File: src/rtl/memory_access_pkg.sv
// rtl/memory_access_pkg.sv - shared types and funct3 encodings for the memory stage
package mem_pkg;

  typedef enum logic [1:0] {
    IDLE = 2'd0,
    REQ  = 2'd1,
    DONE = 2'd2
  } mem_state_t;

  localparam logic [2:0] F3_LB  = 3'b000;
  localparam logic [2:0] F3_LH  = 3'b001;
  localparam logic [2:0] F3_LW  = 3'b010;
  localparam logic [2:0] F3_LBU = 3'b100;
  localparam logic [2:0] F3_LHU = 3'b101;

  // size is funct3[1:0]; the reserved size 2'b11 is handled like a word
  function automatic logic is_misaligned(input logic [1:0] size, input logic [1:0] addr);
    case (size)
      2'b00:   return 1'b0;
      2'b01:   return addr[0];
      default: return addr != 2'b00;
    endcase
  endfunction

endpackage

File: src/rtl/memory_access_lsu_align.sv
// rtl/memory_access_lsu_align.sv - byte-lane formatting for loads and stores
module lsu_align
  import mem_pkg::*;
(
  input  logic [1:0]  addr_i,
  input  logic [2:0]  funct3_i,
  input  logic [31:0] wdata_i,
  input  logic [31:0] rdata_i,
  output logic [3:0]  be_o,
  output logic [31:0] wdata_o,
  output logic [31:0] rdata_o,
  output logic        misalign_o
);

  logic [7:0]  byte_sel;
  logic [15:0] half_sel;

  always_comb begin
    case (addr_i)
      2'd0:    byte_sel = rdata_i[7:0];
      2'd1:    byte_sel = rdata_i[15:8];
      2'd2:    byte_sel = rdata_i[23:16];
      default: byte_sel = rdata_i[31:24];
    endcase
    half_sel = addr_i[1] ? rdata_i[31:16] : rdata_i[15:0];
  end

  // funct3[2] marks the unsigned load variants
  always_comb begin
    misalign_o = is_misaligned(funct3_i[1:0], addr_i);
    case (funct3_i[1:0])
      2'b00: begin
        be_o    = 4'b0001 << addr_i;
        wdata_o = {4{wdata_i[7:0]}};
        rdata_o = funct3_i[2] ? {24'd0, byte_sel} : {{24{byte_sel[7]}}, byte_sel};
      end
      2'b01: begin
        be_o    = 4'b0011 << {addr_i[1], 1'b0};
        wdata_o = {2{wdata_i[15:0]}};
        rdata_o = funct3_i[2] ? {16'd0, half_sel} : {{16{half_sel[15]}}, half_sel};
      end
      default: begin
        be_o    = 4'b1111;
        wdata_o = wdata_i;
        rdata_o = rdata_i;
      end
    endcase
  end

endmodule

File: src/rtl/memory_access.sv
// rtl/memory_access.sv - RV32I memory stage: EX/MEM register, data-memory handshake, load/store formatting
module memory_access
  import mem_pkg::*;
#(
  parameter int DATA_WIDTH = 32,
  parameter int ADDR_WIDTH = 32
) (
  input  logic                  clk,
  input  logic                  rst_n,
  input  logic                  ValidE_i,
  input  logic                  FlushE_i,
  input  logic [DATA_WIDTH-1:0] ALUResultE_i,
  input  logic [DATA_WIDTH-1:0] WriteDataE_i,
  input  logic [DATA_WIDTH-1:0] PCPlus4E_i,
  input  logic [4:0]            RdE_i,
  input  logic                  RegWriteE_i,
  input  logic [1:0]            ResultSrcE_i,
  input  logic                  MemReadE_i,
  input  logic                  MemWriteE_i,
  input  logic [2:0]            MemCtrlE_i,
  output logic                  StallM_o,
  output logic                  DMemReq_o,
  output logic                  DMemWe_o,
  output logic [ADDR_WIDTH-1:0] DMemAddr_o,
  output logic [DATA_WIDTH-1:0] DMemWData_o,
  output logic [3:0]            DMemBe_o,
  input  logic [DATA_WIDTH-1:0] DMemRData_i,
  input  logic                  DMemAck_i,
  output logic                  ValidM_o,
  output logic [DATA_WIDTH-1:0] ALUResultM_o,
  output logic [DATA_WIDTH-1:0] ReadDataM_o,
  output logic [DATA_WIDTH-1:0] PCPlus4M_o,
  output logic [4:0]            RdM_o,
  output logic                  RegWriteM_o,
  output logic [1:0]            ResultSrcM_o,
  output logic                  MisalignM_o
);

  mem_state_t      state_q, state_d;
  logic            mvalid_q, regwrite_q, memread_q, memwrite_q;
  logic [31:0]     alu_q, wdata_q, pc4_q, rdata_q;
  logic [4:0]      rd_q;
  logic [1:0]      resultsrc_q;
  logic [2:0]      funct3_q;
  logic            capture, mvalid_d, in_req, misalign_m;
  logic [3:0]      be;
  logic [31:0]     wdata_rep, rdata_ext;
  logic            lsu_misalign;

  lsu_align u_lsu_align (
    .addr_i     (alu_q[1:0]),
    .funct3_i   (funct3_q),
    .wdata_i    (wdata_q),
    .rdata_i    (DMemRData_i),
    .be_o       (be),
    .wdata_o    (wdata_rep),
    .rdata_o    (rdata_ext),
    .misalign_o (lsu_misalign)
  );

  assign in_req   = (state_q == REQ);
  assign capture  = !in_req;
  assign mvalid_d = ValidE_i & ~FlushE_i;

  // Leaving IDLE or DONE is decided by what is being captured on this edge
  always_comb begin
    state_d = state_q;
    if (in_req) begin
      if (DMemAck_i) state_d = DONE;
    end else if (mvalid_d && (MemReadE_i || MemWriteE_i) &&
                 !is_misaligned(MemCtrlE_i[1:0], ALUResultE_i[1:0])) begin
      state_d = REQ;
    end else begin
      state_d = IDLE;
    end
  end

  always_ff @(posedge clk or negedge rst_n) begin
    if (!rst_n) begin
      state_q     <= IDLE;
      mvalid_q    <= 1'b0;
      alu_q       <= '0;
      wdata_q     <= '0;
      pc4_q       <= '0;
      rd_q        <= '0;
      regwrite_q  <= 1'b0;
      resultsrc_q <= '0;
      memread_q   <= 1'b0;
      memwrite_q  <= 1'b0;
      funct3_q    <= '0;
      rdata_q     <= '0;
    end else begin
      state_q <= state_d;
      if (capture) begin
        mvalid_q    <= mvalid_d;
        alu_q       <= ALUResultE_i;
        wdata_q     <= WriteDataE_i;
        pc4_q       <= PCPlus4E_i;
        rd_q        <= RdE_i;
        regwrite_q  <= RegWriteE_i;
        resultsrc_q <= ResultSrcE_i;
        memread_q   <= MemReadE_i;
        memwrite_q  <= MemWriteE_i;
        funct3_q    <= MemCtrlE_i;
      end
      if (in_req && DMemAck_i && memread_q) rdata_q <= rdata_ext;
    end
  end

  assign misalign_m   = mvalid_q & (memread_q | memwrite_q) & lsu_misalign;

  assign StallM_o     = in_req;
  assign DMemReq_o    = in_req;
  assign DMemWe_o     = in_req & memwrite_q;
  assign DMemAddr_o   = {alu_q[ADDR_WIDTH-1:2], 2'b00};
  assign DMemWData_o  = wdata_rep;
  assign DMemBe_o     = in_req ? be : 4'b0000;
  assign ValidM_o     = mvalid_q & ((state_q == IDLE) | (state_q == DONE));
  assign ALUResultM_o = alu_q;
  assign ReadDataM_o  = rdata_q;
  assign PCPlus4M_o   = pc4_q;
  assign RdM_o        = rd_q;
  assign RegWriteM_o  = mvalid_q & regwrite_q & ~misalign_m;
  assign ResultSrcM_o = resultsrc_q;
  assign MisalignM_o  = misalign_m;

endmodule

File: config.mk
export PLATFORM = sky130hd
export DESIGN_NAME = memory_access
export DESIGN_NICKNAME = d
export VERILOG_FILES = /design/src/rtl/memory_access_pkg.sv /design/src/rtl/memory_access_lsu_align.sv /design/src/rtl/memory_access.sv
export SDC_FILE = /design/constraint.sdc
export NUM_CORES = 1
export LEC_CHECK = 0
export CAP_MARGIN = 5
export CORE_MARGIN = 5
export CORE_UTILIZATION = 31
export CTS_BUF_LIST = sky130_fd_sc_hd__clkbuf_8
export CTS_CLUSTER_SIZE = 25
export DETAILED_ROUTE_END_ITERATION = 7
export SYNTH_ARGS = -nofsm -noshare
export SYNTH_HDL_FRONTEND = slang
export SYNTH_SLANG_ARGS = --single-unit
export TNS_END_PERCENT = 20
File: constraint.sdc
create_clock -name clk -period 3.7 [get_ports clk]
set_clock_uncertainty 0.15 [all_clocks]
set_input_delay 0.37 -clock clk [delete_from_list [all_inputs] [get_ports clk]]
set_output_delay 0.37 -clock clk [all_outputs]
set_load 0.03 [all_outputs]
Yosys cells after proc, flatten, opt, wreduce, memory -nomap -nowiden
Cells that the tools add are included. Widths: inputs -> output; s select.

Register bits: 144. Output and inout port bits: 177. Word-level logic and storage cells: 58.

Equality and inequality tests: 7. Shifts and indexed selects: 2. Muxes and demuxes: 14. Bitwise operators: 11. Reduce and logical (&&, ||, !) cells: 12.

Operators with widths (count): $pmux 32 s2 (2); $mux 32 (2); $pmux 8 s3 (1); $mux 16 (1); $eq 2x1->1 const B (4); $logic_not 2->1 (4); $pmux 4 s2 (1); $and 1x1->1 (7); $eq 2x2->1 const B (2); $logic_and 1x1->1 (4); $mux 2 (2); $mux 4 (1); $pmux 1 s2 (2); $reduce_bool 2->1 (2); $shl 1x2->4 const A (1); $shl 2x2->4 const A (1); $mux 1 (2); $ne 2x2->1 const B (1); $not 1->1 (2); $or 1x1->1 (2); $logic_not 1->1 (1); $logic_or 1x1->1 (1).

Longest topological paths before layout
Gate-level depths: netlist (run 1).

Depth after elaboration: 7. Mapped depth: 9. Depth with buffers taken out: 5.

By module
A second synthesis (run 1) with hierarchy kept.

Cells, all modules: 560. Area, all modules: 7240.7 um2.

Modules (own cells, without submodules): memory_access (times used 1, cells each 353, area an instance 5784.3 um2, seq. area each 3603.5 um2); lsu_align (times used 1, cells each 207, area an instance 1456.4 um2, seq. area each 0.0 um2).

Worst setup path before layout (run 1)
No wires, ideal clock.

Kind: reg2out. Start: register funct3_q[0]. End: output DMemWData_o[24]. Data arrival time: 1.708 ns. Data required time: 3.180 ns. Path slack: 1.472 ns. Cell stages (with the launch flop): 5. Path through: dfrtp_1 > buf_2 > buf_1 > mux2i_1 > o21ai_0.

Cells in the longest elaborated chain, start to end: 2. Elaborated cells between the ends (all ways): 3. Those cells by class: eq/ne: 1; mux: 1; reduce/logical: 1.

Ends and longest elaborated chain: start: declaration (RTL line memory_access.sv:44) `logic [2:0] funct3_q;`; start signal: assignment (RTL line memory_access.sv:104) `funct3_q <= MemCtrlE_i;`; $eq 2x1->1 / $logic_not 2->1 (equally long branches) (RTL line memory_access_lsu_align.sv:31) `case (funct3_i[1:0])`; $pmux 32 s2 (*) (RTL line memory_access_lsu_align.sv:31); end: declaration (RTL line memory_access.sv:25) `output logic [DATA_WIDTH-1:0] DMemWData_o,`.

Mark *: on every way between the ends. The rest lies on a longest branch, timed or not.

Worst setup path after layout (run 1)
Start: register funct3_q[0]. End: output DMemWData_o[15].

Same word-level chain as after synthesis.

==> results.cfg, run 1 <==
[outcome]
status = complete, no violations

[final_layout]
drive_above_1_share_pct = 8.49
seq_area_um2 = 3600
final_nets = 1170
fill_cells = 2097
area_delta_synth_final_pct = 52.5
final_util_pct = 47.7
multiInputGateArea_um2 = 2640

[clock_tree]
cts_tree = yes
cts_buffers = 17
path_clk_slew_ns = 0.10
post_cts_buffers = 0
cts-root-buf = clkbuf_8
cts_buffer_depth = 2
cts_max_level = 4
cts.sinks = 144
clk_latency_ns = 0.43

[global_route]
grt_pass1_vias = 6264
grt_pass1_wl_um = 35600
antenna_found_initial = 2
overflow = 0
grt.total_usage_pct = 18.3
grt_start_max_net_pins = 78

[setup_path]
reg2regPathDepth = 4
worstPathMaxFanout = 17
crit_buf_inv = 1
critPathKind = reg2out
r2r_end = ReadDataM_o[1]$_DFFE_PN0P_
worstPathArrival_ns = 2.62
regToRegStartpoint = ALUResultM_o[1]$_DFFE_PN0N_
cp-end-kind = output port
critPathLaunchType = flip-flop
slowest_stage = dfrtp_1
slowest_delay_ns = 0.62
cp_cell_sequence = nor2_2 -> mux2_2 -> clkdlybuf4s50_1
critPathTopFamily = flip-flops
r2r_setup_slack_ns = 1.37
required_ns = 3.18

[placed_design]
port_buffers = 320
place.detailed.hpwl_um = 17100
place_ws_ns = 0.986
gp_congestion = 0.834

[yosys]
ys.flop_type = dfrtp_1
yosysSeqAreaShare_pct = 53.1
async_flop_share_pct = 100
yosys_warnings = 0
synth-edff-count = 0
syn_avg_cell_area_um2 = 8.90
yosysUniqueCellTypes = 41
synth.cell_area_um2 = 6780
synth_area_leader_cell = dfrtp_1
synth_area_leaders = dfrtp_1 (53%), nand2_1 (19%), buf_4 (4.7%)
synth_common_cells = nand2_1 (346), dfrtp_1 (144), buf_4 (42), clkbuf_1 (32), o21ai_0 (26)
netlist_instances = 762
synth_top_area_share_pct = 53.1
synth-seq-cells = 144
yosysMostFrequentCell = nand2_1

[power]
intPower_mw = 3.40
swShare_pct = 39.3
p_sw_mw = 2.20
seq_power_share_pct = 37.5
fin_total_pwr_mw = 5.60
power.density_nw_per_um2 = 541
p_leak_nw = 4.62
clockPowerShare_pct = 23.3
peakVddDrop_mv = 0.251
combPwrFrac_pct = 39.2

[timing]
worst_pin_slew_ns = 1.01
max-slew-margin-rel_pct = 32.4
timing.final.ws_setup_ns = 0.556
rsz0062_at_grt = false
hold_violations = 0
finalCritPeriodShare_pct = 85.0
maxSlewViolCount = 0
period_minus_slack_ns = 3.14
setup-violations-final = 0
fmax_mhz = 318
finalSetupTns_ns = 0

[route]
drtIter0Drc = 244
drtPass1Iterations = 4
vias = 6159
post_drt_via_cell_ratio = 4.67
final_antenna_net_count = 0
route.detailed.drc = 0
wl_per_cell_um = 17.5
wirelength_um = 23000

[min_path]
hold_end = PCPlus4M_o[12]$_DFFE_PN0N_
min_path_type = in2reg
worstHoldStart = PCPlus4E_i[12]
hold_depth = 3

[floorplan]
start_util_pct = 31.3
rows = 54
core_um2 = 21700
die_width_um = 158
die_area_um2 = 24900
io_pins = 323
fp.dieH_um = 158

[flow_run]
maxCapViolations = 0
-- through the flow --
stage	std cells	hold WS (ns)	cell area (um2)
after floorplan	763	-0.0756	6780
after global placement	1284	0.298	9910
after detailed placement	1284	0.305	9910
after CTS	1317	0.251	10300
after global routing	1318	0.257	10300
final	1318	0.292	10300
-- timing repair --
item	CTS	global route
hold endpoints to repair	75	0
hold buffers	1	0
resized for setup	0	0
-- metal layers --
metal,routed length [um],global-route usage [%]
met1,9630,23.3
met2,10600,28.9
met3,2070,6.29
met4,670,6.76
met5,13,0
-- tightest hold or removal path: stages --
cell,delay [ns]
clkdlybuf4s50_1,0.40
nand2_1,0.05
nand2_1,0.04
-- cell type report --
| type | instances | share of cell area (%) |
|---|---|---|
| Tap cell | 280 | 3.39 |
| Timing Repair Buffer | 332 | 32.0 |
| Antenna cell | 1 | 0.0242 |
| Inverter | 3 | 0.133 |
| Multi-Input combinational cell | 526 | 25.6 |
| Sequential cell | 144 | 34.9 |
| Clock inverter | 15 | 1.75 |
| Clock buffer | 17 | 2.26 |
-- cells by family after synthesis --
logic type,Yosys count,share of synthesized area [%]
AND/OR/NAND/NOR,376,21.7
flip-flops,144,53.1
AO/OA/AOI/OAI,114,11.5
buffers and inverters,93,8.03
multiplexers,34,5.55
other,1,0.0553
-- power by group through the flow --
stage / sequential, mW / clock (mW) / combinational [mW]
2_1_floorplan: 2.54 / 0 / 0.805
6_report: 2.10 / 1.30 / 2.20
5_1_grt: 2.14 / 1.43 / 2.34
4_1_cts: 2.10 / 1.35 / 2.22
3_3_place_gp: 2.13 / 0 / 2.20
3_5_place_dp: 2.13 / 0 / 2.22
-- cell usage in the layout (no fill, tap or decap), types with 8 or more instances in the layout --
cell type	netlist	final
dfrtp_1	144	143
mux2_2	25	25
o21ai_0	26	26
a22o_1	8	8
clkbuf_8	0	17
o21ai_2	10	10
a21oi_1	23	23
a22oi_1	8	8
mux2i_1	8	8
clkdlybuf4s50_1	0	319
nor2_1	13	13
o211ai_1	16	16
nand2_1	346	346
buf_4	42	10
-- flip-flops by register name, summed over array words and instances, names as in the netlist --
signal and count:
wdata_q 32, PCPlus4M_o 32, funct3_q 3, ALUResultM_o 32, ResultSrcM_o 2, RdM_o 5, state_q 2, memread_q 1
memwrite_q 1, mvalid_q 1, regwrite_q 1, ReadDataM_o 32
-- how the worst max path moves through the flow --
| stage | startpoint | end | slack [ns] | depth (start not counted) |
|---|---|---|---|---|
| floorplan | funct3_q[0]$_DFFE_PN0N_ | DMemWData_o[24] | 1.47 | 4 |
| global placement | funct3_q[0]$_DFFE_PN0N_ | DMemWData_o[12] | 1.02 | 3 |
| detailed placement | funct3_q[0]$_DFFE_PN0N_ | DMemWData_o[15] | 0.99 | 3 |
| CTS | funct3_q[0]$_DFFE_PN0N_ | DMemWData_o[15] | 0.48 | 3 |
| global route | funct3_q[0]$_DFFE_PN0N_ | DMemWData_o[9] | 0.40 | 3 |
| finish | funct3_q[0]$_DFFE_PN0N_ | DMemWData_o[15] | 0.56 | 3 |
(Power assumes the default switching activity.)
==> run 2: changes to the inputs <==
Settings changed: PLACE_DENSITY set to 0.66.
Clock period 3.7 ns to 2.6 ns, I/O delays scaled along.
==> run 2 against run 1 <==
Sequential cell count stayed put. Non-clock buffer count increased by 5. Critical path depth grew 1. Combinational power rose by 44%. Routed wire length decreased by 0.99%. Sequential power increased by 41%. Clock power rose by 48%. Design area grew 0.63%. Count of clock-buffer cells in the layout unchanged. Utilization increased by 0.30 points. Worst setup slack worse by 0.46 ns. First-iteration DRC count fell by 0.41%. Largest cell class unchanged.
==> results.cfg, run 2 (synthesis gave the netlist of run 1 again) <==
[power]
peakVddDrop_mv = 0.393
power.density_nw_per_um2 = 775
p_leak_nw = 4.76
fin_total_pwr_mw = 8.06

[setup_path]
crit_buf_inv = 2
critPathKind = reg2out
path_depth = 4
required_ns = 2.19
critPathTopFamily = buffers and inverters
cp_cell_sequence = buf_4 -> mux2i_1 -> o21ai_0 -> clkdlybuf4s50_1
slowest_delay_ns = 0.74
cp-end-kind = output port
critPathLaunchType = flip-flop
r2r_setup_slack_ns = 0.48
r2r_end = ReadDataM_o[3]$_DFFE_PN0P_
worstPathMaxFanout = 8
worstPathArrival_ns = 2.09
reg2regPathDepth = 5
cp-startpoint = funct3_q[0]$_DFFE_PN0N_
regToRegStartpoint = funct3_q[1]$_DFFE_PN0N_
slowest_stage = clkdlybuf4s50_1

[floorplan]
die_width_um = 158
io_pins = 323
die_area_um2 = 24900
fp.dieH_um = 158
rows = 54
core_um2 = 21700
start_util_pct = 31.3

[global_route]
overflow = 0
grt_pass1_wl_um = 35200
grt_start_max_net_pins = 118
grt_pass1_vias = 6274
antenna_found_initial = 1
grt.total_usage_pct = 18.0

[final_layout]
area_delta_synth_final_pct = 53.5
final_nets = 1175
fill_cells = 2093
final_util_pct = 48.0
layout_commonest_cell = nand2_1
multiInputGateArea_um2 = 2650
layout_common_cells = nand2_1 (346), clkdlybuf4s50_1 (300), dfrtp_1 (143)
drive_above_1_share_pct = 9.88
seq_area_um2 = 3600
n_antenna_cell = 0

[timing]
timing.final.ws_setup_ns = 0.0977
maxSlewViolCount = 0
worst_pin_slew_ns = 1.03
setup-violations-final = 0
rsz0062_at_grt = true
finalCritPeriodShare_pct = 96.2
hold_slack_ns = 0.0780
fmax_mhz = 400
max-slew-margin-rel_pct = 31.5
hold_violations = 0
period_minus_slack_ns = 2.50
finalSetupTns_ns = 0

[clock_tree]
cts.sinks = 144
cts_max_level = 4
cts_buffers = 17
clk_latency_ns = 0.45
post_cts_buffers = 0
path_clk_slew_ns = 0.09
cts_tree = yes
cts-root-buf = clkbuf_8
cts_buffer_depth = 2

[route]
post_drt_via_cell_ratio = 4.70
wl_per_cell_um = 17.2
route.detailed.drc = 0
wirelength_um = 22800
drtIter0Drc = 243
final_antenna_net_count = 0
drtPass1Iterations = 7
vias = 6217

[placed_design]
place_ws_ns = 0.426
port_buffers = 320
place.detailed.hpwl_um = 16600
gp_congestion = 0.853

[flow_run]
maxCapViolations = 0

[min_path]
min_path_type = in2async

[outcome]
status = complete, no violations
## run 2: changes by cell type in the layout (fill, tap and decap cells not counted), sizes merged
cell and delta:
clkdlybuf4s50 -19, buf +15, dlymetal6s2s +8, clkinv -2
bufinv +1, clkinvlp +1, diode -1, dlygate4sd2 +1
## run 2: cell type report
class / instances / area share, %
clock inverters: 15 / 1.77
inverters: 3 / 0.132
flip-flops and latches: 144 / 34.6
clock buffers: 17 / 2.25
well taps: 280 / 3.37
repair buffers: 337 / 32.4
multi-input cells: 526 / 25.5
## run 2: worst max path at each step
| stage | endpoint | slack (ns) |
|---|---|---|
| floorplan | DMemWData_o[24] | 0.48 |
| global route | DMemWData_o[10] | -0.01 |
| detailed placement | DMemWData_o[11] | 0.43 |
| finish | DMemWData_o[27] | 0.1 |
| global placement | DMemWData_o[13] | 0.45 |
| CTS | RegWriteM_o | 0.03 |
## run 2: worst reg2reg max path: cells and delay by family, from the launching register on
family                 cells  cell delay [ns]
AOI/OAI and AO/OA          2             0.35
buffers and inverters      1             0.19
DFF                        1             0.45
and+or+nand+nor            2             0.94
## run 2: stage by stage
step                      std cells  instance area (um2)
final                          1322                10400
after global routing           1322                10400
after CTS                      1322                10400
after detailed placement       1289                 9950
after global placement         1289                 9950
after floorplan                 763                 6780
## run 2: report_power, final
group / internal (mW) / total (mW) / switching, mW
Sequential: 2.64 / 2.97 / 0.327
Combinational: 1.37 / 3.16 / 1.79
Clock: 0.903 / 1.93 / 1.03
## run 2: per-layer routing
| layer | up-vias | GRT usage (%) | part of all wire, % |
|---|---|---|---|
| li1 | 2979 | - | - |
| met1 | 2916 | 23.3 | 42 |
| met2 | 280 | 28.2 | 46 |
| met3 | 40 | 6.04 | 9.5 |
| met4 | 2 | 6.51 | 2.6 |
| met5 | - | 0 | 0.057 |
## run 2: what timing repair did
action,CTS,global route
gates resized for setup,2,9
hold buffers,1,0
hold endpoints to repair,144,0
endpoints found under the setup margin,7,15
